$ cat config.mk
export PLATFORM = sky130hd
export DESIGN_NAME = comet_mem_arbiter_flat
export DESIGN_NICKNAME = d
export VERILOG_FILES = /design/src/rtl/comet_mem_pkg.sv /design/src/rtl/comet_mem_arbiter_if.sv /design/src/rtl/comet_rr_arb2.sv /design/src/rtl/comet_mem_arbiter.sv /design/src/flat_wrapper.sv
export SDC_FILE = /design/constraint.sdc
export NUM_CORES = 1
export LEC_CHECK = 0
export ABC_AREA = 0
export CORE_MARGIN = 2
export CORE_UTILIZATION = 39
export DETAILED_ROUTE_END_ITERATION = 8
export GPL_TIMING_DRIVEN = 1
export HOLD_SLACK_MARGIN = 0.03
export PLACE_DENSITY = 0.77
export RECOVER_POWER = 100
export SYNTH_ARGS = -nofsm -noshare
export SYNTH_HDL_FRONTEND = slang
export SYNTH_SLANG_ARGS = --single-unit
$ cat constraint.sdc
create_clock -name mclk -period 5.04 [get_ports mclk]
set_input_delay 0.504 -clock mclk [delete_from_list [all_inputs] [get_ports mclk]]
set_output_delay 0.504 -clock mclk [all_outputs]
set_load 0.02 [all_outputs]
$ cat src/rtl/comet_mem_pkg.sv
// ---------------------------------------------------------------------------
// comet_mem_pkg
// Shared definitions for the COMET II test-RAM arbiter slice.
//   state_e  : arbiter FSM encoding (IDLE / ACCESS / DONE)
//   M_CPU    : master index of the CPU bus
//   M_LDR    : master index of the program loader / debug port
//   MEM_AW   : default number of implemented RAM address bits (256 words)
//   CNT_W    : width of the wait-state counter (WAIT_CYCLES is 0..15)
// ---------------------------------------------------------------------------
package comet_mem_pkg;

    typedef enum logic [1:0] {
        IDLE   = 2'd0,
        ACCESS = 2'd1,
        DONE   = 2'd2
    } state_e;

    localparam logic M_CPU = 1'b0;
    localparam logic M_LDR = 1'b1;

    localparam int MEM_AW = 8;
    localparam int CNT_W  = 4;

endpackage

$ cat src/rtl/comet_mem_arbiter_if.sv
// ---------------------------------------------------------------------------
// comet_mem_arbiter_if
// Bundles the two requester ports, the RAM-side port and the busy flag.
//   m0_* : CPU bus          (req/we/addr/wdata in, ack/err/rdata out)
//   m1_* : loader/debug port (same shape as m0_*)
//   mem_*: single-port RAM  (we/waddr/wdata/re/raddr out, rdata in)
//   busy : arbiter is not idle
// Modport slave is the arbiter's view; modport master is everything else
// (requesters plus RAM), as seen from outside the arbiter.
// ---------------------------------------------------------------------------
interface comet_mem_arbiter_if #(
    parameter int DW = 16,
    parameter int AW = 16
) ();

    logic          m0_req;
    logic          m0_we;
    logic [AW-1:0] m0_addr;
    logic [DW-1:0] m0_wdata;
    logic          m0_ack;
    logic          m0_err;
    logic [DW-1:0] m0_rdata;

    logic          m1_req;
    logic          m1_we;
    logic [AW-1:0] m1_addr;
    logic [DW-1:0] m1_wdata;
    logic          m1_ack;
    logic          m1_err;
    logic [DW-1:0] m1_rdata;

    logic          mem_we;
    logic [AW-1:0] mem_waddr;
    logic [DW-1:0] mem_wdata;
    logic          mem_re;
    logic [AW-1:0] mem_raddr;
    logic [DW-1:0] mem_rdata;

    logic          busy;

    modport slave (
        input  m0_req, m0_we, m0_addr, m0_wdata,
        output m0_ack, m0_err, m0_rdata,
        input  m1_req, m1_we, m1_addr, m1_wdata,
        output m1_ack, m1_err, m1_rdata,
        output mem_we, mem_waddr, mem_wdata, mem_re, mem_raddr,
        input  mem_rdata,
        output busy
    );

    modport master (
        output m0_req, m0_we, m0_addr, m0_wdata,
        input  m0_ack, m0_err, m0_rdata,
        output m1_req, m1_we, m1_addr, m1_wdata,
        input  m1_ack, m1_err, m1_rdata,
        input  mem_we, mem_waddr, mem_wdata, mem_re, mem_raddr,
        output mem_rdata,
        input  busy
    );

endinterface

$ cat src/rtl/comet_rr_arb2.sv
// ---------------------------------------------------------------------------
// comet_rr_arb2
// Two-way round-robin grant logic.
//   mclk, rst   : clock, asynchronous active-high reset
//   req0, req1  : request lines of master 0 (CPU) and master 1 (loader)
//   grant_en    : commit the current grant (updates last-grant history)
//   grant_valid : at least one request is present
//   grant_idx   : index of the master that wins this cycle
// On a tie the master opposite the last committed grant wins. History resets
// to M_LDR so the CPU wins the first tie after reset.
// ---------------------------------------------------------------------------
module comet_rr_arb2 (
    input  logic mclk,
    input  logic rst,
    input  logic req0,
    input  logic req1,
    input  logic grant_en,
    output logic grant_valid,
    output logic grant_idx
);
    import comet_mem_pkg::*;

    logic last_grant_q;
    logic last_grant_d;

    always_comb begin
        grant_valid  = req0 | req1;
        grant_idx    = M_CPU;
        last_grant_d = last_grant_q;
        if (req0 && req1) begin
            grant_idx = (last_grant_q == M_CPU) ? M_LDR : M_CPU;
        end else if (req1) begin
            grant_idx = M_LDR;
        end
        if (grant_en && grant_valid) begin
            last_grant_d = grant_idx;
        end
    end

    always_ff @(posedge mclk or posedge rst) begin
        if (rst) begin
            last_grant_q <= M_LDR;
        end else begin
            last_grant_q <= last_grant_d;
        end
    end

endmodule

$ cat src/rtl/comet_mem_arbiter.sv
// ---------------------------------------------------------------------------
// comet_mem_arbiter
// Two-master arbiter and access sequencer for the 256-word COMET II test RAM.
//   mclk : system clock (rising-edge logic; the RAM writes on the negedge)
//   rst  : asynchronous active-high reset
//   bus  : comet_mem_arbiter_if.slave carrying both requester ports, the RAM
//          port and busy
// Parameters: DW data width, AW requester address width, MEM_AW implemented
// RAM address bits, WAIT_CYCLES extra ACCESS cycles per transaction (0..15).
// Each transaction runs IDLE -> ACCESS (WAIT_CYCLES+1 cycles) -> DONE.
// Addresses beyond the RAM are flagged with err and never reach the RAM.
// ---------------------------------------------------------------------------
module comet_mem_arbiter #(
    parameter int DW          = 16,
    parameter int AW          = 16,
    parameter int MEM_AW      = 8,
    parameter int WAIT_CYCLES = 0
) (
    input  logic               mclk,
    input  logic               rst,
    comet_mem_arbiter_if.slave bus
);
    import comet_mem_pkg::*;

    state_e            state_q, state_d;
    logic [CNT_W-1:0]  cnt_q,   cnt_d;
    logic              gnt_q,   gnt_d;
    logic              we_q,    we_d;
    logic [AW-1:0]     addr_q,  addr_d;
    logic [DW-1:0]     wdata_q, wdata_d;
    logic [DW-1:0]     rdata0_q, rdata0_d;
    logic [DW-1:0]     rdata1_q, rdata1_d;

    logic arb_en;
    logic arb_valid;
    logic arb_idx;
    logic out_of_range;
    logic last_access;

    comet_rr_arb2 u_arb (
        .mclk        (mclk),
        .rst         (rst),
        .req0        (bus.m0_req),
        .req1        (bus.m1_req),
        .grant_en    (arb_en),
        .grant_valid (arb_valid),
        .grant_idx   (arb_idx)
    );

    // Any set bit above the implemented RAM range means the access must not
    // alias into the RAM.
    assign out_of_range = (addr_q >> MEM_AW) != '0;
    assign last_access  = (cnt_q == '0);

    always_comb begin
        state_d  = state_q;
        cnt_d    = cnt_q;
        gnt_d    = gnt_q;
        we_d     = we_q;
        addr_d   = addr_q;
        wdata_d  = wdata_q;
        rdata0_d = rdata0_q;
        rdata1_d = rdata1_q;
        arb_en   = 1'b0;

        unique case (state_q)
            IDLE: begin
                arb_en = 1'b1;
                if (arb_valid) begin
                    gnt_d = arb_idx;
                    if (arb_idx == M_LDR) begin
                        we_d    = bus.m1_we;
                        addr_d  = bus.m1_addr;
                        wdata_d = bus.m1_wdata;
                    end else begin
                        we_d    = bus.m0_we;
                        addr_d  = bus.m0_addr;
                        wdata_d = bus.m0_wdata;
                    end
                    cnt_d   = CNT_W'(WAIT_CYCLES);
                    state_d = ACCESS;
                end
            end
            ACCESS: begin
                if (last_access) begin
                    state_d = DONE;
                    // mem_rdata is only trusted here; out-of-range reads
                    // return zero rather than whatever the RAM presents.
                    if (!we_q) begin
                        if (gnt_q == M_LDR) begin
                            rdata1_d = out_of_range ? '0 : bus.mem_rdata;
                        end else begin
                            rdata0_d = out_of_range ? '0 : bus.mem_rdata;
                        end
                    end
                end else begin
                    cnt_d = cnt_q - 1'b1;
                end
            end
            DONE: begin
                state_d = IDLE;
            end
            default: begin
                state_d = IDLE;
            end
        endcase
    end

    always_ff @(posedge mclk or posedge rst) begin
        if (rst) begin
            state_q  <= IDLE;
            cnt_q    <= '0;
            gnt_q    <= M_CPU;
            we_q     <= 1'b0;
            addr_q   <= '0;
            wdata_q  <= '0;
            rdata0_q <= '0;
            rdata1_q <= '0;
        end else begin
            state_q  <= state_d;
            cnt_q    <= cnt_d;
            gnt_q    <= gnt_d;
            we_q     <= we_d;
            addr_q   <= addr_d;
            wdata_q  <= wdata_d;
            rdata0_q <= rdata0_d;
            rdata1_q <= rdata1_d;
        end
    end

    // Strobes decode straight from the state register so they fall the
    // moment rst lands; a write only strobes in the final ACCESS cycle so
    // the RAM commits it exactly once on that cycle's negedge.
    always_comb begin
        bus.mem_re = 1'b0;
        bus.mem_we = 1'b0;
        bus.m0_ack = 1'b0;
        bus.m0_err = 1'b0;
        bus.m1_ack = 1'b0;
        bus.m1_err = 1'b0;
        if (state_q == ACCESS && !out_of_range) begin
            bus.mem_re = !we_q;
            bus.mem_we = we_q && last_access;
        end
        if (state_q == DONE) begin
            if (gnt_q == M_LDR) begin
                bus.m1_ack = 1'b1;
                bus.m1_err = out_of_range;
            end else begin
                bus.m0_ack = 1'b1;
                bus.m0_err = out_of_range;
            end
        end
    end

    assign bus.mem_raddr = addr_q;
    assign bus.mem_waddr = addr_q;
    assign bus.mem_wdata = wdata_q;
    assign bus.m0_rdata  = rdata0_q;
    assign bus.m1_rdata  = rdata1_q;
    assign bus.busy      = (state_q != IDLE);

endmodule
$ cat src/flat_wrapper.sv
// flat-port wrapper written by rule: the top's interface ports become plain ports
module comet_mem_arbiter_flat import comet_mem_pkg::*;
#(
    parameter int DW          = 16,
    parameter int AW          = 16,
    parameter int MEM_AW      = 8,
    parameter int WAIT_CYCLES = 0
)
  (mclk, rst, bus_m0_req, bus_m0_we, bus_m0_addr, bus_m0_wdata, bus_m0_ack, bus_m0_err, bus_m0_rdata, bus_m1_req, bus_m1_we, bus_m1_addr, bus_m1_wdata, bus_m1_ack, bus_m1_err, bus_m1_rdata, bus_mem_we, bus_mem_waddr, bus_mem_wdata, bus_mem_re, bus_mem_raddr, bus_mem_rdata, bus_busy);
  comet_mem_arbiter_if #(.DW(DW), .AW(AW)) bus_i ();
  input  logic mclk;
  input  logic rst;
  input wire logic [$bits(bus_i.m0_req)-1:0] bus_m0_req;
  input wire logic [$bits(bus_i.m0_we)-1:0] bus_m0_we;
  input wire logic [$bits(bus_i.m0_addr)-1:0] bus_m0_addr;
  input wire logic [$bits(bus_i.m0_wdata)-1:0] bus_m0_wdata;
  output wire logic [$bits(bus_i.m0_ack)-1:0] bus_m0_ack;
  output wire logic [$bits(bus_i.m0_err)-1:0] bus_m0_err;
  output wire logic [$bits(bus_i.m0_rdata)-1:0] bus_m0_rdata;
  input wire logic [$bits(bus_i.m1_req)-1:0] bus_m1_req;
  input wire logic [$bits(bus_i.m1_we)-1:0] bus_m1_we;
  input wire logic [$bits(bus_i.m1_addr)-1:0] bus_m1_addr;
  input wire logic [$bits(bus_i.m1_wdata)-1:0] bus_m1_wdata;
  output wire logic [$bits(bus_i.m1_ack)-1:0] bus_m1_ack;
  output wire logic [$bits(bus_i.m1_err)-1:0] bus_m1_err;
  output wire logic [$bits(bus_i.m1_rdata)-1:0] bus_m1_rdata;
  output wire logic [$bits(bus_i.mem_we)-1:0] bus_mem_we;
  output wire logic [$bits(bus_i.mem_waddr)-1:0] bus_mem_waddr;
  output wire logic [$bits(bus_i.mem_wdata)-1:0] bus_mem_wdata;
  output wire logic [$bits(bus_i.mem_re)-1:0] bus_mem_re;
  output wire logic [$bits(bus_i.mem_raddr)-1:0] bus_mem_raddr;
  input wire logic [$bits(bus_i.mem_rdata)-1:0] bus_mem_rdata;
  output wire logic [$bits(bus_i.busy)-1:0] bus_busy;
  assign bus_i.m0_req = bus_m0_req;
  assign bus_i.m0_we = bus_m0_we;
  assign bus_i.m0_addr = bus_m0_addr;
  assign bus_i.m0_wdata = bus_m0_wdata;
  assign bus_m0_ack = bus_i.m0_ack;
  assign bus_m0_err = bus_i.m0_err;
  assign bus_m0_rdata = bus_i.m0_rdata;
  assign bus_i.m1_req = bus_m1_req;
  assign bus_i.m1_we = bus_m1_we;
  assign bus_i.m1_addr = bus_m1_addr;
  assign bus_i.m1_wdata = bus_m1_wdata;
  assign bus_m1_ack = bus_i.m1_ack;
  assign bus_m1_err = bus_i.m1_err;
  assign bus_m1_rdata = bus_i.m1_rdata;
  assign bus_mem_we = bus_i.mem_we;
  assign bus_mem_waddr = bus_i.mem_waddr;
  assign bus_mem_wdata = bus_i.mem_wdata;
  assign bus_mem_re = bus_i.mem_re;
  assign bus_mem_raddr = bus_i.mem_raddr;
  assign bus_i.mem_rdata = bus_mem_rdata;
  assign bus_busy = bus_i.busy;
  comet_mem_arbiter #(.DW(DW), .AW(AW), .MEM_AW(MEM_AW), .WAIT_CYCLES(WAIT_CYCLES)) u_core (.mclk(mclk), .rst(rst), .bus(bus_i));
endmodule
; After elaboration in Yosys (flattened, before gate mapping)
; Index checks and enable logic that the tools add are counted.
[word_totals]
word_cells = 58
ff_bits = 73
out_inout_bits = 87
[classes]
n_mux = 24
eq_ne = 5
bitwise = 3
n_reduce_logical = 16
addsub = 1
[ops]
columns = operator, count
row1 = 2-to-1 mux 16 bit, 3
row2 = nonzero test 16 bit, 1
row3 = 2-to-1 mux 1 bit, 15
row4 = 2-to-1 mux 4 bit, 2
row5 = case mux 4 bit (2 select lines), 1
row6 = AND reduction 4 bit, 2
row7 = logical AND 1 bit, 4
row8 = zero test 4 bit, 1
row9 = 2-to-1 mux 2 bit, 2
row10 = "!= test 2 x 1 -> 1 bit, second input constant", 2
row11 = case mux 2 bit (2 select lines), 1
row12 = AND reduction 2 bit, 2
row13 = nonzero test 2 bit, 2
row14 = "subtractor 4 x 1 -> 4 bit, second input constant", 1
row15 = AND reduction 3 bit, 1
row16 = "equality test 2 x 1 -> 1 bit, second input constant", 1
row17 = "equality test 2 bit, second input constant", 1
row18 = zero test 1 bit, 2
row19 = zero test 2 bit, 1
row20 = "!= test 2 bit, second input constant", 1
row21 = inverter 1 bit, 2
row22 = OR 1 bit, 1

; Longest topological paths before layout
; Gate-level depths: netlist (run 1).
[logic_depth]
depth_word = 4
ltp_mapped = 7
depth_no_buf = 5

; Modules after synthesis
; A second synthesis (run 1) with hierarchy kept.
[unflattened]
cells_unflattened = 302
area_unflattened_um2 = 3603.5
[modules_own_cells]
columns = mod, n_inst, area_per_inst_um2, cells_each
row1 = comet_mem_arbiter, 1, 3548.4, 296
row2 = comet_rr_arb2, 1, 55.1, 6

; Worst setup path after synthesis (run 1)
; No wires, ideal clock.
[synth_timing]
kind = reg-to-output
startpoint = reg u_core.addr_q[9], in the netlist u_core.bus.mem_raddr[9]
endpoint = out bus_mem_we
stages_incl_launch_ff = 5
arrival_time_ps = 1583
slack_ps = 2953
required_ps = 4536
cell_sequence = dfrtp_1 > nor4_2 > buf_2 > and2_1 > and3_1
[synth_between]
elab_chain_len = 4
[synth_lines]
columns = item, line
row1 = from (decl), comet_mem_arbiter.sv:29  ; logic [AW-1:0] addr_q, addr_d;
row2 = from (signal assigned), comet_mem_arbiter.sv:124  ; addr_q <= addr_d;
row3 = nonzero test 16 bit, comet_mem_arbiter.sv:52  ; assign out_of_range = (addr_q >> MEM_AW) != '0;
row4 = zero test 1 bit, comet_mem_arbiter.sv:141  ; if (state_q == ACCESS && !out_of_range) begin
row5 = logical AND 1 bit, comet_mem_arbiter.sv:141
row6 = 2-to-1 mux 1 bit, comet_mem_arbiter.sv:141
row7 = to (decl), flat_wrapper.sv:27  ; output wire logic [$bits(bus_i.mem_we)-1:0] bus_mem_we;
; Every way passes these cells.

; Final worst setup path (run 1)
[layout_timing]
startpoint = reg u_core.addr_q[13], in the netlist u_core.bus.mem_raddr[13]
endpoint = out bus_mem_we
; The elaborated chain is that of the path after synthesis.

==> summary.md, run 1 <==
| Metric | Value |
|---|---|
| Status | complete, no violations |
| Via count | 2705 |
| Synthesized instance count | 265 |
| Slew HR | 19.2% |
| RD Place Congestion | 0.762 |
| WP data required | roughly 4.5 ns |
| Cell Area, Synth | around 0.0037 mm² |
| Crit Path Category | reg -> out |
| Worst hold path depth | 1 |
| Post-Route WL | 9210 µm |
| 1st-pass router iterations | 4 |
| Final count of negative-setup-slack endpoints | 0 |
| Reg2reg start | u_core.cnt_q[0]$_DFFE_PP0P_ |
| Worst-path fanout max | 18 |
| # DRC | 0 |
| First-pass GRT wire length | 14700 µm |
| EDFF count, synth | 0 |
| Sw Pwr | 1.06 mW |
| PostCTS Resize Cnt | 0 |
| Clock sink count | 73 |
| Share of the synthesized area in the top cell type | 49.0% |
| Clock tree buffer depth | 2 |
| Initial Utilization | 40.0% |
| Multiplexer share of the synthesized area | between 30% and 40% |
| Fillcell total | between 700 and 800 |
| Least-Margin Pin Slew | ~1.2 ns |
| Combinational Power Share | 47.5% |
| Path depth of the worst reg2reg path | 5 |
| Via/cell ratio | a little over 5 |
| Area delta synth->final | 49.5% |
| Vias in the first global route | 2831 |
| # rows | 35 |
| Area leader, netlist | dfrtp_1 |
| Largest stage delay, worst path | 0.69 ns |
| Antenna Nets Post-Route | 0 |
| Post-synth ARST share | 100% |
| Post-synthesis sequential area ratio | 49.7% |
| Clk_skew | 0.0145 ns |
| TritonCTS Buffers | 9 |
| Worst-path cell chain | nor4_2, clkbuf_1, and2_0, and3_1, dlygate4sd3_1 |
| Post CTS Setup Buffer Count | 0 |
| HPWL Detailed | 6820 µm |
| Int Pwr | 1.80 mW |
| Syn avg cell area | roughly 14 µm² |
| Diodes inserted | 0 |
| First-iteration detailed-routing DRC count | just under 60 |
| Final min period | 3.28 ns |
| Pre-CTS setup slack | ~2.2 ns |
| Pin count of the biggest net entering global routing | 47 |
| Worst-path clk slew | 0.08 ns |
| Layout Nets | 510 |
| Max-cap check violation count | 0 |
| Fin crit share | between 60% and 70% |
| CTS H-tree depth | 3 |
| Antenna violations before repair | 0 |
| Root Driver | clkbuf_8 |
| Syn. warnings | 0 |
| Total core area | between 0.009 and 0.01 mm² |
| Net Count, Synth | 353 |
| Compound-gate portion of the synthesized area | 2.65% |
| Hold Path Class | reg -> reg |
| Critical path depth | 5 |
| Top Ports | 173 |
| Slowest stage cell, crit path | dlygate4sd3_1 |
| Post-Synth Adder-Cell Area | 0.680% |
| Launch point of the worst path | u_core.bus.mem_raddr[13]$_DFFE_PP0P_ |
| Hold path start | u_core.bus.m1_rdata[11]$_DFFE_PP0P_ |
| Top_reg_cell synth | dfrtp_1 |
| Yosys reg bits | 73 |
| Pleak | roughly 2.6 nW |
| Achievable Freq | 305 MHz |
| Critical Path End Type | primary output |
| Crit-path leading delay family | buffers and inverters |
| Ratio of cells with drive above 1 in the final layout | 19.7% |
| VDD IR max | between 0.0003 and 0.0004 V |
| Main combinational cell family by area after synthesis | multiplexers |
| PwrDens | 521 mW/mm² |
| Die Area | 0.0102 mm² |
| RSZ-0062 raised after global routing | no |
| Crit path DAT | 2.77 ns |
| Die W | between 100 and 150 µm |
| DR WL/cell | 17.1 µm |
| Flop pwr share | 33.1% |
| Clock network fraction of design power | 19.4% |
| GRT overflow | 0 |
| Buffers on Ports | 172 |
| Worst Slack Setup Final | about 1.8 ns |
| Synth Area in XOR/XNOR | 0% |
| Final Hold Fails | 0 |
| Hold Buf Count CTS | 0 |
| Slew Limit Fails | 0 |
| Post-Synth Simple-Gate Area | 7.28% |
| CTS tree | done |
| Synth area leaders | dfrtp_1 49%, mux2_2 17%, mux2_4 7.3% |
| Count of different cell masters after synthesis | 36 |
| Die height | 101 µm |
| WP buf/inv | 2 |
| Worst Setup Start Kind | flop |
| Final TNS setup | 0 ns |
| Worst-Skew Late Latency | 0.34 ns |
| Total track usage | 18.5% |
| Sw Ratio | about 37% |
==> cell families after synthesis <==
| kind of cell | Yosys count |
|---|---|
| AO/OA/AOI/OAI | 13 |
| adder cells (fa/ha/maj) | 2 |
| buffers and inverters | 37 |
| flip-flops | 73 |
| multiplexers | 100 |
| AND/OR/NAND/NOR | 40 |
==> layout by cell type (no fill, tap or decap), types with 3 or more instances in the layout <==
cell	count
buf_4	3
and3_1	22
mux2_1	40
mux2_2	57
bufinv_16	3
clkdlybuf4s50_1	85
clkbuf_8	9
dfrtp_1	72
nor2_1	4
dlygate4sd3_1	87
inv_1	7
==> sequential cells by signal, summed over array words and instances (netlist names) <==
| signal | count |
|---|---|
| u_core.bus.m0_rdata | 16 |
| u_core.bus.m1_rdata | 16 |
| u_core.bus.mem_raddr | 16 |
| u_core.bus.mem_wdata | 16 |
| u_core.cnt_q | 4 |
| u_core.gnt_q | 1 |
| u_core.state_q | 2 |
| u_core.u_arb.last_grant_q | 1 |
| u_core.we_q | 1 |
==> cell type report <==
type                            instances  area (µm²)  share of cell area (%)
Multi-Input combinational cell        155        1520                    27.6
Clock inverter                          6         113                    2.05
Sequential cell                        73        1830                    33.2
Inverter                                7        26.3                   0.478
Tap cell                              111         139                    2.53
Timing Repair Buffer                  176        1750                    31.8
Clock buffer                           10         128                    2.32
==> synthesized netlist by cell type, types with 2 or more instances <==
library cell	count
dfrtp_1	72
mux2_2	57
mux2_1	23
and3_1	22
buf_4	20
mux2_4	18
inv_1	7
buf_2	6
nor2_1	3
a21oi_1	2
buf_12	2
buf_6	2
ha_1	2
mux2i_1	2
nor2b_1	2
nor3b_2	2
nor4_2	2
o2bb2ai_1	2
or3b_2	2
==> routing by layer <==
| metal | wire length (µm) | vias up | part of all wire, % | global-route usage, % |
|---|---|---|---|---|
| li1 | - | 1255 | - | - |
| met1 | 4000 | 1314 | 43 | 24.7 |
| met2 | 4340 | 127 | 47 | 29.6 |
| met3 | 788 | 9 | 8.6 | 4.92 |
| met4 | 89 | 0 | 0.97 | 5.41 |
| met5 | 0 | - | 0 | 0 |
==> through the flow <==
| stage | hold slack (ns) | power [mW] | utilization (%) | cells | cell area (µm²) |
|---|---|---|---|---|---|
| after global routing | 0.500 | 3.04 | 59.8 | 538 | 5500 |
| final | 0.483 | 2.86 | 59.8 | 538 | 5500 |
| after detailed placement | 0.474 | 2.46 | 58.0 | 522 | 5330 |
| after CTS | 0.494 | 3.03 | 60.6 | 538 | 5570 |
| after floorplan | 0.487 | 1.88 | - | 265 | 3680 |
| after global placement | 0.467 | 2.43 | 58.0 | 522 | 5330 |
==> worst paths after layout <==
| kind | slack (ns) | to |
|---|---|---|
| worst max-delay path | 1.76 | bus_mem_we |
| worst min-delay path | 0.48 | u_core.bus.m1_rdata[11]$_DFFE_PP0P_ |
| worst max register to register | 2.61 | u_core.bus.m1_rdata[5]$_DFFE_PP0P_ |
| max in group asynchronous | 2.96 | u_core.bus.m1_rdata[13]$_DFFE_PP0P_ |
| worst min register to register | 0.48 | u_core.bus.m1_rdata[11]$_DFFE_PP0P_ |
| min in group asynchronous | 0.88 | u_core.bus.mem_wdata[10]$_DFFE_PP0P_ |
==> power groups by stage <==
stage,combinational (mW),sequential (mW),clock [mW]
4_1_cts,1.49,0.968,0.573
5_1_grt,1.46,0.985,0.595
2_1_floorplan,0.753,1.13,0
3_3_place_gp,1.46,0.968,0
3_5_place_dp,1.49,0.976,0
6_report,1.36,0.948,0.555
(Power assumes the default switching activity.)
==> run 2: changes to the inputs <==
--- a/config.mk
+++ b/config.mk
@@ -7,11 +7,11 @@
 export LEC_CHECK = 0
 export ABC_AREA = 0
 export CORE_MARGIN = 2
-export CORE_UTILIZATION = 39
+export CORE_UTILIZATION = 37
 export DETAILED_ROUTE_END_ITERATION = 8
 export GPL_TIMING_DRIVEN = 1
 export HOLD_SLACK_MARGIN = 0.03
-export PLACE_DENSITY = 0.77
+export PLACE_DENSITY = 0.76
 export RECOVER_POWER = 100
 export SYNTH_ARGS = -nofsm -noshare
 export SYNTH_HDL_FRONTEND = slang
==> constraint.sdc (replaced) <==
create_clock -name mclk -period 2.7 [get_ports mclk]
set_input_delay 0.27 -clock mclk [delete_from_list [all_inputs] [get_ports mclk]]
set_output_delay 0.27 -clock mclk [all_outputs]
set_load 0.02 [all_outputs]
==> run 2 against run 1 <==
Effect of this change:
- routed wire length decreased by 1.1%
- total power increased by 83%
- first-iteration DRC count increased by 15%
- clock skew decreased by 0.0017 ns
- final cell count increased by 5.0%
- utilization decreased by 2.9 points
- critical path depth increased by 1
- sequential power increased by 85%
- worst hold slack about the same
- clock-buffer cell count increased by 1
- critical path type unchanged
- highest routed layer unchanged
==> summary.md, run 2 (same netlist as run 1, synthesis figures left out) <==
| Metric | Value |
|---|---|
| Hold Path Class | reg -> reg |
| FF-to-FF setup slack | 0.28 ns (-2.33 ns) |
| Crit Path Category | reg -> out |
| Crit path DAT | 2.25 ns (-0.52 ns) |
| Achievable Freq | 396 MHz |
| # rows | 36 (+2.9%) |
| Pre-CTS setup slack | 0.255 ns (-1.94 ns) |
| CTS tree | done |
| RD Place Congestion | 0.781 (+2.5%) |
| PwrDens | 946 mW/mm² (+82%) |
| Diodes inserted | 0 (unchanged) |
| Least-Margin Pin Slew | 1.33 ns (+0.126 ns) |
| Launch point of the worst path | u_core.cnt_q[0]$_DFFE_PP0P_ |
| Post-Route WL | 9110 µm (-1.1%) |
| First-pass GRT wire length | 15000 µm (+2.0%) |
| Top Ports | 173 (unchanged) |
| Via/cell ratio | 4.82 (-4.1%) |
| Pin count of the biggest net entering global routing | 42 (-11%) |
| Via count | 2725 (+0.74%) |
| Slew HR | 10.9% (-8.3 points) |
| GRT overflow | 0 (unchanged) |
| Buffers on Ports | 172 (unchanged) |
| Post-route insts no fill | 565 (+5.0%) |
| HPWL Detailed | 6890 µm (+1.0%) |
| Antenna violations before repair | 0 (unchanged) |
| Worst Slack Setup Final | 0.175 ns (-1.59 ns) |
| Final TNS setup | 0 ns (unchanged) |
| Die W | 104 µm (+2.6%) |
| Clock tree buffer depth | 2 (unchanged) |
| RSZ-0062 raised after global routing | no |
| Pleak | 2.60 nW (+0.17%) |
| Fillcell total | 853 (+11%) |
| Commonest non-fill, non-tap cells in the layout | 87 x dlygate4sd3_1, 84 x clkdlybuf4s50_1, 72 x dfrtp_1, 57 x mux2_2, 37 x mux2_1 |
| Worst setup endpoint | bus_mem_we |
| Die Area | 0.0108 mm² (+5.2%) |
| Final Hold Fails | 0 (unchanged) |
| TritonCTS Buffers | 9 (unchanged) |
| Initial Utilization | 37.8% (-2.2 points) |
| Worst-Skew Late Latency | 0.35 ns (about the same) |
| Antenna Nets Post-Route | 0 (unchanged) |
| Worst-path fanout max | 5 (-13) |
| WP data required | 2.43 ns (-2.11 ns) |
| Final core utilization | 56.9% (-2.9 points) |
| Die height | 104 µm (+2.6%) |
| DR WL/cell | 16.1 µm (-5.8%) |
| Path depth of the worst reg2reg path | 6 (+1) |
| Worst-path clk slew | 0.08 ns (about the same) |
| # DRC | 0 (unchanged) |
| Final count of negative-setup-slack endpoints | 0 (unchanged) |
| Critical Path End Type | primary output |
| First-iteration detailed-routing DRC count | 68 (+15%) |
| Worst Setup Start Kind | flop |
| R2R Path End | u_core.bus.m1_rdata[11]$_DFFE_PP0P_ |
| Area delta synth->final | 50.4% |
| Commonest non-fill, non-tap cell in the layout | dlygate4sd3_1 |
| Reg2reg start | u_core.cnt_q[0]$_DFFE_PP0P_ |
| Slew Limit Fails | 0 (unchanged) |
| Total core area | 0.00973 mm² (+5.8%) |
| Cells after DPL | 549 (+5.2%) |
| Clk_skew | 0.0127 ns (-0.00173 ns) |
| 1st-pass router iterations | 4 (unchanged) |
| Layout Nets | 515 (+0.98%) |
| Fin crit share | between 90% and 100% |
| Total track usage | 17.3% (-1.2 points) |
| Max-cap check violation count | 0 (unchanged) |
| VDD IR max | 0.000533 V (+36%) |
| Ratio of cells with drive above 1 in the final layout | 20.8% (+1.2 points) |
| Root Driver | clkbuf_8 |
| Vias in the first global route | 2906 (+2.6%) |
| Clock sink count | 73 (unchanged) |
| Status | complete, no violations |
| Final min period | about 2.5 ns |
| CTS H-tree depth | 3 (unchanged) |
## run 2: per-stage QoR
step	total power, mW	hold slack [ns]	area [µm²]
finish	5.23	0.483	5530
global route	5.56	0.497	5530
CTS	5.56	0.383	5620
detailed placement	4.62	0.475	5410
global placement	4.56	0.467	5410
floorplan	3.52	0.333	3680
## run 2: layout make-up
class | count | area, µm² | area share, %
Timing Repair Buffer | 181 | 1780 | 32.2
Sequential cell | 73 | 1830 | 33.0
Clock inverter | 5 | 60.1 | 1.09
Inverter | 7 | 26.3 | 0.475
Tap cell | 133 | 166 | 3.01
Multi-Input combinational cell | 155 | 1520 | 27.4
Clock buffer | 11 | 151 | 2.74
## run 2: critical path, cell delays in order (launching register included)
cell and delay (ns):
dfrtp_1 0.42, inv_1 0.12, ha_1 0.19, or3b_2 0.51, nor2_1 0.16, and3_1 0.17, dlygate4sd2_1 0.35
## run 2: worst min path at each step
stage | from | end | cells after the start
finish | u_core.bus.m0_rdata[8]$_DFFE_PP0P_ | u_core.bus.m0_rdata[8]$_DFFE_PP0P_ | 1
global route | u_core.bus.m1_rdata[10]$_DFFE_PP0P_ | u_core.bus.m1_rdata[10]$_DFFE_PP0P_ | 1
CTS | rst | u_core.bus.mem_wdata[13]$_DFFE_PP0P_ | 2
detailed placement | u_core.bus.m0_rdata[13]$_DFFE_PP0P_ | u_core.bus.m0_rdata[13]$_DFFE_PP0P_ | 1
global placement | u_core.bus.m0_rdata[13]$_DFFE_PP0P_ | u_core.bus.m0_rdata[13]$_DFFE_PP0P_ | 1
floorplan | bus_m0_req | u_core.u_arb.last_grant_q$_DFFE_PP1P_ | 1
## run 2: where the power goes
part	internal [mW]	switching [mW]
clock network	0.482	0.419
registers	1.47	0.274
logic	1.28	1.30
## run 2: metal layers
metal	vias up	GRT usage, %	part of all wire [%]
li1	1260	-	-
met5	-	0	0
met1	1321	21.0	42
met4	0	4.63	1.1
met2	135	28.8	48
met3	9	6.61	9.3
## run 2: repair_timing
action / CTS / global route
hold buffers: 0 / 0
resized for setup: 1 / 0
endpoints found under the setup margin: 1 / 0
buffers inserted: 0 / 0
